===== src/rtl/uart_rx_sampler.sv =====
// uart_rx_sampler: oversampling 8N1 UART receiver.
// The raw RXD pin is synchronised first. Each bit is decided by a 3-sample
// majority vote at its centre. A received byte sits in a one-deep holding
// register until the consumer acknowledges it with a VALID/READ handshake.
// A framing error or an overrun is reported as a single-cycle pulse.
module uart_rx_sampler #(
  parameter int CLOCK_FREQ = 50_000_000,
  parameter int BAUD_RATE  = 115200,
  parameter int OVERSAMPLE = 16
) (
  input  logic       ACLK,
  input  logic       RESET_N,
  input  logic       RXD,
  input  logic       RX_DATA_READ,
  output logic [7:0] RX_DATA,
  output logic       RX_DATA_VALID,
  output logic       RX_FRAME_ERR,
  output logic       RX_OVERRUN
);

  // Clocks per sample tick, rounded to the nearest integer.
  localparam int DIV   = (CLOCK_FREQ + BAUD_RATE * OVERSAMPLE / 2) / (BAUD_RATE * OVERSAMPLE);
  localparam int DIV_W = (DIV > 1) ? $clog2(DIV) : 1;
  localparam int SC_W  = $clog2(OVERSAMPLE);

  localparam logic [DIV_W-1:0] DIV_LAST = DIV_W'(DIV - 1);
  localparam logic [SC_W-1:0]  SC_LAST  = SC_W'(OVERSAMPLE - 1);
  localparam logic [SC_W-1:0]  SC_S0    = SC_W'(OVERSAMPLE / 2 - 1);
  localparam logic [SC_W-1:0]  SC_S1    = SC_W'(OVERSAMPLE / 2);
  localparam logic [SC_W-1:0]  SC_S2    = SC_W'(OVERSAMPLE / 2 + 1);

  typedef enum logic [2:0] {
    IDLE,
    START,
    DATA,
    STOP,
    BREAK
  } state_t;

  state_t           state;
  state_t           state_next;
  logic [1:0]       sync_reg;
  logic             rxs;
  logic [DIV_W-1:0] div_cnt;
  logic             tick;
  logic [SC_W-1:0]  sc;
  logic             samp0;
  logic             samp1;
  logic             maj;
  logic             at_centre;
  logic [2:0]       bit_cnt;
  logic [7:0]       shift;
  logic             clr_timing;
  logic             shift_en;
  logic             deliver;
  logic             frame_err_set;

  // Two-flop synchroniser chain; stage 0 captures the pin, the last stage is rxs.
  for (genvar gi = 0; gi < 2; gi++) begin : g_sync
    // Synchroniser stage gi; resets to the idle (high) line level.
    always_ff @(posedge ACLK or negedge RESET_N) begin
      if (!RESET_N) begin
        sync_reg[gi] <= 1'b1;
      end else begin
        sync_reg[gi] <= (gi == 0) ? RXD : sync_reg[gi - 1];
      end
    end
  end

  assign rxs  = sync_reg[1];
  assign tick = (div_cnt == DIV_LAST);

  // Third vote sample is the live rxs, so the decision is made on that tick.
  assign maj       = (samp0 & samp1) | (samp0 & rxs) | (samp1 & rxs);
  assign at_centre = tick && (sc == SC_S2);

  // Tick divider; cleared on the start edge so ticks line up with the frame.
  always_ff @(posedge ACLK or negedge RESET_N) begin
    if (!RESET_N) begin
      div_cnt <= '0;
    end else if (clr_timing || tick) begin
      div_cnt <= '0;
    end else begin
      div_cnt <= div_cnt + 1'b1;
    end
  end

  // Sample counter. Wrapping modulo OVERSAMPLE puts the next vote exactly
  // one bit period after the current one, which is the re-phasing needed
  // after the start bit.
  always_ff @(posedge ACLK or negedge RESET_N) begin
    if (!RESET_N) begin
      sc <= '0;
    end else if (clr_timing) begin
      sc <= '0;
    end else if (tick) begin
      sc <= (sc == SC_LAST) ? '0 : sc + 1'b1;
    end
  end

  // Capture the first two majority-vote samples around the bit centre.
  always_ff @(posedge ACLK or negedge RESET_N) begin
    if (!RESET_N) begin
      samp0 <= 1'b0;
      samp1 <= 1'b0;
    end else if (tick) begin
      if (sc == SC_S0) samp0 <= rxs;
      if (sc == SC_S1) samp1 <= rxs;
    end
  end

  // Bit counter and LSB-first shift register for the data bits.
  always_ff @(posedge ACLK or negedge RESET_N) begin
    if (!RESET_N) begin
      bit_cnt <= '0;
      shift   <= '0;
    end else if (clr_timing) begin
      bit_cnt <= '0;
    end else if (shift_en) begin
      bit_cnt <= bit_cnt + 1'b1;
      shift   <= {maj, shift[7:1]};
    end
  end

  // FSM state register.
  always_ff @(posedge ACLK or negedge RESET_N) begin
    if (!RESET_N) begin
      state <= IDLE;
    end else begin
      state <= state_next;
    end
  end

  // FSM next-state and control strobes.
  always_comb begin
    state_next    = state;
    clr_timing    = 1'b0;
    shift_en      = 1'b0;
    deliver       = 1'b0;
    frame_err_set = 1'b0;
    case (state)
      IDLE: begin
        if (!rxs) begin
          state_next = START;
          clr_timing = 1'b1;
        end
      end
      START: begin
        // A high majority means the low level was a glitch.
        if (at_centre) state_next = maj ? IDLE : DATA;
      end
      DATA: begin
        if (at_centre) begin
          shift_en = 1'b1;
          if (bit_cnt == 3'd7) state_next = STOP;
        end
      end
      STOP: begin
        // Leave at the stop-bit centre so the next start edge is not missed.
        if (at_centre) begin
          if (maj) begin
            deliver    = 1'b1;
            state_next = IDLE;
          end else begin
            frame_err_set = 1'b1;
            state_next    = BREAK;
          end
        end
      end
      BREAK: begin
        // A line held low must go high again before a new frame can start.
        if (rxs) state_next = IDLE;
      end
      default: state_next = IDLE;
    endcase
  end

  // Holding register, VALID/READ handshake, and the error pulses.
  always_ff @(posedge ACLK or negedge RESET_N) begin
    if (!RESET_N) begin
      RX_DATA       <= '0;
      RX_DATA_VALID <= 1'b0;
      RX_FRAME_ERR  <= 1'b0;
      RX_OVERRUN    <= 1'b0;
    end else begin
      RX_FRAME_ERR <= frame_err_set;
      RX_OVERRUN   <= 1'b0;
      if (deliver) begin
        if (!RX_DATA_VALID || RX_DATA_READ) begin
          RX_DATA       <= shift;
          RX_DATA_VALID <= 1'b1;
        end else begin
          RX_OVERRUN <= 1'b1;
        end
      end else if (RX_DATA_READ) begin
        RX_DATA_VALID <= 1'b0;
      end
    end
  end

endmodule


===== config.mk =====
export PLATFORM = sky130hd
export DESIGN_NAME = uart_rx_sampler
export DESIGN_NICKNAME = d
export VERILOG_FILES = /design/src/rtl/uart_rx_sampler.sv
export SDC_FILE = /design/constraint.sdc
export NUM_CORES = 1
export LEC_CHECK = 0
export BUFFER_PORTS_ARGS = -buffer_cell sky130_fd_sc_hd__buf_2
export CAP_MARGIN = 20
export CORE_ASPECT_RATIO = 1.75
export CORE_UTILIZATION = 55
export CTS_CLUSTER_DIAMETER = 60
export DETAILED_ROUTE_END_ITERATION = 8
export PLACE_DENSITY = 0.81
export SETUP_SLACK_MARGIN = 0.02
export SKIP_CTS_REPAIR_TIMING = 1
export SLEW_MARGIN = 25
export SYNTH_ARGS = -nofsm -noshare
export SYNTH_HDL_FRONTEND = slang
export SYNTH_SLANG_ARGS = --single-unit

===== constraint.sdc =====
create_clock -name ACLK -period 2.2 [get_ports ACLK]
set_input_delay 0.44 -clock ACLK [delete_from_list [all_inputs] [get_ports ACLK]]
set_output_delay 0.44 -clock ACLK [all_outputs]
set_load 0.02 [all_outputs]

==> flow_summary.ini <==
[run_status]
status = finished with violations
violations = DRC

[pwr]
pwr-share-clk_pct = 50.2
p_sw_w = 0.0002568
swShare_pct = 17.78
p_seq_share_pct = 48.7
vdd_drop_max_mv = 0.9062
cellLeakagePower_nw = 0.9679
p_per_area_nw_per_um2 = 750.8
intPower_w = 0.001187
p_comb_share_pct = 1.1
power.total_w = 0.001444

[min_path]
hold_class = input port to asynchronous set/reset pin

[place]
dpl.cell_count = 172
numPortBuffers = 14
dp_hpwl_um = 2058
gp_congestion = 0.8568

[synth]
synthFlopType = dfrtp_1
synthTopCellsByArea = dfrtp_1 53%, mux2_4 11%, ha_1 5.1%, nand2_1 3.5%, dfstp_2 3.1%
synth_nets = 143
yosysWarnings = 0
yosysMostFrequentCell = dfrtp_1
yosysTopAreaCellShare_pct = 52.86
syn_area_um2 = 1704
synthArstFlopShare_pct = 100.0
synthTopCellsByCount = 36 x dfrtp_1, 16 x nand2_1, 13 x mux2_4
ys_seq_area_share_pct = 55.95
synth.distinct_cells = 35
yosysTopAreaCell = dfrtp_1
ys_ff_latch = 38
synth_edf_count = 0
synthCells = 132
synth_area_per_cell_um2 = 12.91

[clock_network]
cts_made_buffers = 5
h-tree-depth = 2
cts_tree = built
clk_pin_slew_ns = 0.07
clkSinkCount = 38
ctsRootBufferMaster = clkbuf_8
insertion_delay_ns = 0.30
clockBufferDepth = 2

[worst_setup_path]
rr_endpoint = shift[1]
crit_buf_inv = 1
required_ns = 2.39
rr_worst_depth = 5
crit_start = div_cnt[0]
r2r_start = div_cnt[0]
worstSetupEndpointType = register
slowest_stage = and4_1
cp_top_family = simple AND/OR/NAND/NOR gates
crit_chain = inv_1 -> ha_1 -> and4b_4 -> and4_1 -> mux2_2
max_stage_delay_ns = 0.50
rrSetupSlack_ns = 0.28
critPathMaxFanout = 9
worst-setup-path-type = register to register
critical_path_arrival_ns = 2.10
start_kind = register

[timing]
relSlewSlack_pct = 47.68
fin_tns_setup_ns = 0
fmax_mhz = 521.5
worst_pin_slew_ns = 0.7848
setup_violations = 0
finalClockSkew_ns = 0.008583
rsz0062_at_grt = no
fin_crit_sh_pct = 87.17
post-route-min-period_ns = 1.918
finalHoldViolCount = 0
drv_slew = 0

[floorplan]
die_x_um = 44.08
core_um2 = 2928
die_h_um = 75.64
initial_utilization_pct = 58.21
rows = 26
die-area_um2 = 3334
ioPinCount = 15

[global_routing]
grtUsageTotal_pct = 20.01
grt_pass1_vias = 1092
grt_pass1_wl_um = 4692
antenna_found_initial = 0
grt_overflow = 0
grt_max_degree = 39

[routing]
drt_first_pass_iters = 8
vias = 1031
drc = 2
ant_nets = 0
wl_per_cell_um = 15.66
drt_iter0_drc = 13
drt-total-wl_um = 2819
viasPerCell = 5.728

[job]
drv_cap = 0

[finish]
diodes = 0
top_regs = RX_DATA: 8 flops, shift: 8 flops, div_cnt: 5 flops
post_route_cells_drive_above_1_share_pct = 32.24
syn2layout_area_growth_pct = 12.85
ff_latch_area_um2 = 953.4
fillers = 220
multiInputGateArea_um2 = 699.4
final_nets = 162
instances_no_fill = 180
area by class of cell:
| class | count | area share [%] |
|---|---|---|
| clock inverters | 2 | 3.123 |
| well taps | 28 | 1.822 |
| multi-input cells | 87 | 36.37 |
| clock buffers | 6 | 4.294 |
| flip-flops and latches | 38 | 49.58 |
| inverters | 4 | 0.7807 |
| repair buffers | 15 | 4.034 |
cell families after synthesis:
logic type	Yosys count	share of synthesized area, %
simple gates	44	13.51
xor+xnor	4	2.056
flops	38	55.95
compound gates	12	4.332
buf+inv	7	3.010
fa+ha+maj	8	5.800
mux	19	15.35
metal layers:
metal	vias to the layer above	track usage (%)	routed length, µm
met3	8	5.687	97
li1	490	-	-
met4	0	12.79	91
met5	-	0	0
met1	510	19.91	1070
met2	23	35.46	1560
layout by cell type (no fill, tap or decap), types with 2 or more instances in the layout:
cell type  synthesis  final
clkbuf_8           0      6
bufinv_16          0      2
inv_1              4      4
dfrtp_1           36     36
dfstp_2            2      2
a21oi_1            5      5
ha_1               7      7
o21ai_1            2      2
nor2_1            11     11
a311oi_1           2      2
buf_2              1     14
nand3_1            5      5
mux2_2             4      4
mux2_4            13     13
nand2_1           16     16
xor2_1             3      3
power groups by stage:
stage | Combinational, W | Sequential, W | Clock [W]
final | 0.0000157 | 0.000703 | 0.000725
after global routing | 0.0000188 | 0.000703 | 0.000761
after CTS | 0.0000171 | 0.000703 | 0.000742
after detailed placement | 0.0000169 | 0.000717 | 0
after global placement | 0.0000162 | 0.000716 | 0
after floorplan | 0.000000787 | 0.000716 | 0
worst max-delay path by stage:
stage	endpoint	slack (ns)	cells past startpoint
after global routing	shift[1]	0.17	5
after detailed placement	shift[1]	0.29	5
after global placement	shift[1]	0.35	5
after floorplan	RX_DATA[0]	0.43	7
final	shift[1]	0.28	5
after CTS	shift[1]	0.27	5
stage by stage:
| step | cell area, µm² | setup WS (ns) | util, % | hold slack, ns |
|---|---|---|---|---|
| 5_1_grt | 1923 | 0.1675 | 65.68 | 0.2286 |
| 6_report | 1923 | 0.2823 | 65.68 | 0.2188 |
| 4_1_cts | 1923 | 0.2738 | 65.68 | 0.2301 |
| 3_3_place_gp | 1780 | 0.3516 | 60.81 | 0.3454 |
| 2_1_floorplan | 1704 | 0.4292 | - | 0.1444 |
| 3_5_place_dp | 1780 | 0.2866 | 60.81 | 0.3527 |
(Power assumes the default switching activity.)
